$ cat src/rtl/axi_master_if.sv
// AXI4 initiator: one INCR burst per local command, write (AW->W->B) or read (AR->R).
// Define AXI_MST_LAST_CHK_EN to count read beats and flag RLAST mismatches on done_err.
module axi_master_if #(
    parameter int DATA_WIDTH = 64,
    parameter int ADDR_WIDTH = 32,
    parameter int STRB_WIDTH = DATA_WIDTH / 8
) (
    input  logic                  ACLK,
    input  logic                  ARESET,
    input  logic                  cmd_valid,
    output logic                  cmd_ready,
    input  logic                  cmd_write,
    input  logic [ADDR_WIDTH-1:0] cmd_addr,
    input  logic [7:0]            cmd_len,
    input  logic [2:0]            cmd_size,
    input  logic                  wr_valid,
    output logic                  wr_ready,
    input  logic [DATA_WIDTH-1:0] wr_data,
    input  logic [STRB_WIDTH-1:0] wr_strb,
    output logic                  rd_valid,
    input  logic                  rd_ready,
    output logic [DATA_WIDTH-1:0] rd_data,
    output logic                  rd_last,
    output logic                  done,
    output logic [1:0]            done_resp,
    output logic                  done_err,
    output logic [ADDR_WIDTH-1:0] AWADDR,
    output logic [7:0]            AWLEN,
    output logic [2:0]            AWSIZE,
    output logic [1:0]            AWBURST,
    output logic                  AWVALID,
    input  logic                  AWREADY,
    output logic [DATA_WIDTH-1:0] WDATA,
    output logic [STRB_WIDTH-1:0] WSTRB,
    output logic                  WLAST,
    output logic                  WVALID,
    input  logic                  WREADY,
    input  logic [1:0]            BRESP,
    input  logic                  BVALID,
    output logic                  BREADY,
    output logic [ADDR_WIDTH-1:0] ARADDR,
    output logic [7:0]            ARLEN,
    output logic [2:0]            ARSIZE,
    output logic [1:0]            ARBURST,
    output logic                  ARVALID,
    input  logic                  ARREADY,
    input  logic [DATA_WIDTH-1:0] RDATA,
    input  logic [1:0]            RRESP,
    input  logic                  RLAST,
    input  logic                  RVALID,
    output logic                  RREADY
);

    typedef enum logic [2:0] {
        S_IDLE   = 3'd0,
        S_W_ADDR = 3'd1,
        S_W_DATA = 3'd2,
        S_W_RESP = 3'd3,
        S_R_ADDR = 3'd4,
        S_R_DATA = 3'd5
    } state_t;

    state_t                r_state;
    logic [ADDR_WIDTH-1:0] r_addr;
    logic [7:0]            r_len;
    logic [2:0]            r_size;
    logic [7:0]            r_cnt;
    logic                  r_awvalid;
    logic                  r_arvalid;
    logic                  r_done;
    logic [1:0]            r_done_resp;
    logic                  r_done_err;
    logic [1:0]            r_resp_acc;
`ifdef AXI_MST_LAST_CHK_EN
    logic                  r_last_err;
`endif

    logic       w_in_wdata;
    logic       w_in_rdata;
    logic       w_cmd_ready;
    logic       w_w_hs;
    logic       w_w_last;
    logic       w_r_hs;
    logic [1:0] w_resp_next;

    function automatic logic [1:0] resp_max(input logic [1:0] a, input logic [1:0] b);
        resp_max = (a > b) ? a : b;
    endfunction

    assign w_in_wdata  = (r_state == S_W_DATA);
    assign w_in_rdata  = (r_state == S_R_DATA);
    // Held low during the done cycle so a new command starts only after done is seen.
    assign w_cmd_ready = (r_state == S_IDLE) && !r_done;
    assign w_w_last    = (r_cnt == r_len);
    assign w_w_hs      = w_in_wdata && wr_valid && WREADY;
    assign w_r_hs      = w_in_rdata && RVALID && rd_ready;
    assign w_resp_next = resp_max(r_resp_acc, RRESP);

    assign cmd_ready = w_cmd_ready;
    assign AWADDR    = r_addr;
    assign AWLEN     = r_len;
    assign AWSIZE    = r_size;
    assign AWBURST   = 2'b01;
    assign AWVALID   = r_awvalid;
    assign ARADDR    = r_addr;
    assign ARLEN     = r_len;
    assign ARSIZE    = r_size;
    assign ARBURST   = 2'b01;
    assign ARVALID   = r_arvalid;
    assign WVALID    = w_in_wdata && wr_valid;
    assign wr_ready  = w_in_wdata && WREADY;
    assign WDATA     = wr_data;
    assign WSTRB     = wr_strb;
    assign WLAST     = w_in_wdata && w_w_last;
    assign BREADY    = (r_state == S_W_RESP);
    assign rd_valid  = w_in_rdata && RVALID;
    assign RREADY    = w_in_rdata && rd_ready;
    assign rd_data   = RDATA;
    assign rd_last   = w_in_rdata && RLAST;
    assign done      = r_done;
    assign done_resp = r_done_resp;
    assign done_err  = r_done_err;

    // Command sequencer: accepts a command, runs the address, data and response phases.
    always_ff @(posedge ACLK) begin
        if (ARESET) begin
            r_state     <= S_IDLE;
            r_addr      <= '0;
            r_len       <= 8'd0;
            r_size      <= 3'd0;
            r_cnt       <= 8'd0;
            r_awvalid   <= 1'b0;
            r_arvalid   <= 1'b0;
            r_done      <= 1'b0;
            r_done_resp <= 2'b00;
            r_done_err  <= 1'b0;
            r_resp_acc  <= 2'b00;
`ifdef AXI_MST_LAST_CHK_EN
            r_last_err  <= 1'b0;
`endif
        end else begin
            r_done <= 1'b0;
            case (r_state)
                S_IDLE: begin
                    if (cmd_valid && w_cmd_ready) begin
                        r_addr     <= cmd_addr;
                        r_len      <= cmd_len;
                        r_size     <= cmd_size;
                        r_cnt      <= 8'd0;
                        r_resp_acc <= 2'b00;
`ifdef AXI_MST_LAST_CHK_EN
                        r_last_err <= 1'b0;
`endif
                        if (cmd_write) begin
                            r_awvalid <= 1'b1;
                            r_state   <= S_W_ADDR;
                        end else begin
                            r_arvalid <= 1'b1;
                            r_state   <= S_R_ADDR;
                        end
                    end
                end
                S_W_ADDR: begin
                    if (AWREADY) begin
                        r_awvalid <= 1'b0;
                        r_state   <= S_W_DATA;
                    end
                end
                S_W_DATA: begin
                    if (w_w_hs) begin
                        if (w_w_last) begin
                            r_state <= S_W_RESP;
                        end else begin
                            r_cnt <= r_cnt + 8'd1;
                        end
                    end
                end
                S_W_RESP: begin
                    if (BVALID) begin
                        r_done      <= 1'b1;
                        r_done_resp <= BRESP;
                        r_done_err  <= 1'b0;
                        r_state     <= S_IDLE;
                    end
                end
                S_R_ADDR: begin
                    if (ARREADY) begin
                        r_arvalid <= 1'b0;
                        r_state   <= S_R_DATA;
                    end
                end
                S_R_DATA: begin
                    if (w_r_hs) begin
                        r_resp_acc <= w_resp_next;
`ifdef AXI_MST_LAST_CHK_EN
                        r_cnt <= r_cnt + 8'd1;
                        // Missing RLAST on the final counted beat is remembered until the real RLAST.
                        if ((r_cnt == r_len) && !RLAST) begin
                            r_last_err <= 1'b1;
                        end
`endif
                        if (RLAST) begin
                            r_done      <= 1'b1;
                            r_done_resp <= w_resp_next;
`ifdef AXI_MST_LAST_CHK_EN
                            r_done_err  <= r_last_err || (r_cnt != r_len);
`else
                            r_done_err  <= 1'b0;
`endif
                            r_state     <= S_IDLE;
                        end
                    end
                end
                default: begin
                    r_state <= S_IDLE;
                end
            endcase
        end
    end

endmodule

$ cat config.mk
export PLATFORM = sky130hd
export DESIGN_NAME = axi_master_if
export DESIGN_NICKNAME = d
export VERILOG_FILES = /design/src/rtl/axi_master_if.sv
export SDC_FILE = /design/constraint.sdc
export NUM_CORES = 1
export LEC_CHECK = 0
export CAP_MARGIN = 20
export CORE_AREA = 2 2 170 172
export CTS_CLUSTER_SIZE = 10
export DETAILED_ROUTE_END_ITERATION = 10
export DIE_AREA = 0 0 172 174
export PLACE_DENSITY = 0.47
export SLEW_MARGIN = 10
export SYNTH_ARGS = -nofsm -noshare
export SYNTH_HDL_FRONTEND = slang
export SYNTH_SLANG_ARGS = --single-unit
$ cat constraint.sdc
create_clock -name ACLK -period 3.35 [get_ports ACLK]
set_input_delay 0.67 -clock ACLK [delete_from_list [all_inputs] [get_ports ACLK]]
set_output_delay 0.67 -clock ACLK [all_outputs]
set_load 0.05 [all_outputs]
==> impl_metrics.env <==
export IMPL_crit_buf_inv=1
export IMPL_fmax_mhz=351
export IMPL_wire_per_inst_um=14.7
export IMPL_first_iter_violations=131
export IMPL_cp_top_family="buffers and inverters"
export IMPL_fin_worst_skew_ns=0.0118
export IMPL_place_inst=879
export IMPL_power_mw=4.23
export IMPL_first_global_vias=3139
export IMPL_end_kind="output pin"
export IMPL_tightest_slew_ns=0.646
export IMPL_drtPass1Iterations=4
export IMPL_ys_seq_area_share_pct=29.5
export IMPL_cts_sinks=61
export IMPL_synth_cell_area_um2=4130
export IMPL_place_gp_congestion=0.742
export IMPL_p_leak_nw=1.80
export IMPL_fp_dieArea_um2=29900
export IMPL_place_area_um2=4740
export IMPL_worstPathRequired_ns=2.68
export IMPL_finalHoldViolations=0
export IMPL_cts_tree="built"
export IMPL_antenna_found_initial=1
export IMPL_intPower_mw=2.13
export IMPL_fin_crit_sh_pct=84.9
export IMPL_cp_slowest_stage_delay_ns=0.81
export IMPL_ys_ff_latch=61
export IMPL_pwr_share_clk_pct=21.5
export IMPL_critPathLaunchType="flop"
export IMPL_final_common_cell="clkdlybuf4s50_1"
export IMPL_arrival_ns=2.18
export IMPL_drc=0
export IMPL_vias=3148
export IMPL_synth_cell_type_count=47
export IMPL_cts_hold_buf=0
export IMPL_syn2layout_area_growth_pct=21.4
export IMPL_p_seq_share_pct=24.1
export IMPL_core_um2=28200
export IMPL_htreeDepth=3
export IMPL_final_cells=896
export IMPL_routed_wl_mm=13.1
export IMPL_fin_setup_tns_ns=0
export IMPL_powerDensity_nw_per_um2=843
export IMPL_switchingPower_mw=2.10
export IMPL_syn_inst=534
export IMPL_post_cts_buffers=0
export IMPL_dp_hpwl_mm=9.74
export IMPL_drv_slew=0
export IMPL_status="finished clean"
export IMPL_pwr_share_comb_pct=54.3
export IMPL_pin_count=435
export IMPL_final_nets=705
export IMPL_viasPerCell=3.51
export IMPL_switching_share_pct=49.7
export IMPL_layout_common_cells="clkdlybuf4s50_1 (151), nand2_1 (98), dfxtp_1 (61), a21oi_1 (58), nor2_1 (16)"
export IMPL_worstPathMaxFanout=18
export IMPL_initial_core_util_pct=14.6
export IMPL_synth_area_per_cell_um2=7.74
export IMPL_die_x_um=172
export IMPL_r2r_setup_slack_ns=1.15
export IMPL_numCtsBuffers=9
export IMPL_drive_gt1_share_pct=7.44
export IMPL_slowest_stage="clkdlybuf4s50_1"
export IMPL_n_fill_cell=3207
export IMPL_yosys_warnings=0
export IMPL_max_slew_margin_pct=56.9
export IMPL_grt_max_degree=38
export IMPL_hold_class="reg2reg"
export IMPL_overflow=0
export IMPL_grt_usage_pct=8.64
export IMPL_post_route_min_period_ns=2.85
export IMPL_ant_nets=0
export IMPL_clk_pin_slew_worst_paths_ns=0.07
export IMPL_die_h_um=174
export IMPL_path_cells="nand3b_1, nor2_1, clkdlybuf4s50_1"
export IMPL_rows=62
export IMPL_clockRootBuffer="clkbuf_16"
export IMPL_port_buffers=157
export IMPL_final_cell_area_um2=5020
export IMPL_clock_path_buffers=2
export IMPL_peakVddDrop_mv=0.224
export IMPL_finalSetupViolCount=0
export IMPL_fin_hold_ws_ns=0.469
export IMPL_path_class="reg2out"
export IMPL_rsz0062_at_grt="no"
export IMPL_clock_latency_ns=0.34
export IMPL_cts_resized=0
export IMPL_grt_pass1_wl_mm=19.0
export IMPL_maxCapViolCount=0
[worst reg2reg max path, cell delays in order, from the launching register on]
cell	delay, ns
dfxtp_1	0.70
nor2_1	0.16
o211a_1	0.14
or3_1	0.47
a2111o_1	0.43
a221oi_2	0.21
[cell usage after synthesis (all sizes together)]
library cell,n,area [µm²]
nor2,16,60.1
nor3b,2,15.0
and3b,1,8.76
a311oi,2,17.5
a21oi,58,290
or3,6,37.5
o21bai,1,7.51
xor2,8,70.1
clkbuf,21,119
inv,10,37.5
a221oi,1,15.0
o21a,1,7.51
nand2,98,368
mux2i,2,20.0
a22oi,2,15.0
nor4,4,37.5
a41oi,2,17.5
nor4b,2,17.5
nand4b,1,8.76
a211o,3,27.5
mux2,1,11.3
o211a,1,10.0
nor3,4,20.0
a31oi,6,37.5
o21ai,5,25.0
and3,3,18.8
nor2b,2,12.5
o221ai,1,8.76
and2,3,18.8
buf,187,1410
dfxtp,61,1220
conb,2,7.51
nand2b,3,26.3
ha,4,50.1
nand3,5,25.0
or4,1,7.51
a2111o,1,11.3
or2,1,6.26
nand3b,1,7.51
o22ai,1,6.26
[per-stage QoR]
step	util (%)	worst slack, ns
floorplan	-	0.550
global placement	16.8	0.517
detailed placement	16.8	0.468
CTS	17.8	0.0880
global route	17.8	0.352
finish	17.8	0.505
[flip-flops by register name, indices dropped and copies added (netlist names)]
name / cells
done: 1
ARADDR: 32
r_resp_acc: 2
ARSIZE: 3
r_cnt: 8
ARLEN: 8
done_resp: 2
AWVALID: 1
ARVALID: 1
r_state: 3
[metal layers]
layer	wire, µm	track usage, %	share of wire (%)	vias to the layer above
met5	0	0	0	-
met4	510	4.76	3.9	0
met3	1530	4.71	12	63
met2	6320	14.2	48	172
met1	4790	8.70	36	1418
li1	-	-	-	1495
[final timing paths]
| path | start | end | depth (start not counted) |
|---|---|---|---|
| max | r_state[0] | rd_last | 3 |
| min | ARADDR[2] | ARADDR[2] | 2 |
| max reg2reg | r_state[0] | r_state[2] | 5 |
| min reg2reg | ARADDR[2] | ARADDR[2] | 2 |
[logic make-up (layout without fill, tap and decap cells)]
logic type / Yosys count / after routing / synth area share (%)
XOR/XNOR: 8 / 8 / 1.69
flip-flops: 61 / 61 / 29.5
multiplexers: 3 / 3 / 0.757
adder cells (fa/ha/maj): 4 / 4 / 1.21
buffers and inverters: 218 / 192 / 37.8
AND/OR/NAND/NOR: 153 / 153 / 16.8
other: 2 / 6 / 0.182
AO/OA/AOI/OAI: 85 / 85 / 12.0
[cell type report]
class                   instances  area, µm²  share of cell area (%)
clock inverters                 6       38.8                   0.773
diodes                          1       2.50                  0.0499
clock buffers                  10        239                    4.76
inverters                      10       37.5                   0.748
well taps                     384        480                    9.57
repair buffers                166       1630                    32.4
multi-input cells             258       1370                    27.3
flip-flops and latches         61       1220                    24.3
[power by group through the flow]
stage / Sequential, mW / Combinational, mW / Clock, mW
2_1_floorplan: 1.39 / 1.78 / 0
3_3_place_gp: 1.03 / 2.34 / 0
3_5_place_dp: 1.04 / 2.34 / 0
4_1_cts: 1.03 / 2.34 / 0.976
5_1_grt: 1.04 / 2.45 / 1.01
6_report: 1.02 / 2.30 / 0.912
Power figures use the tool's default switching activity.
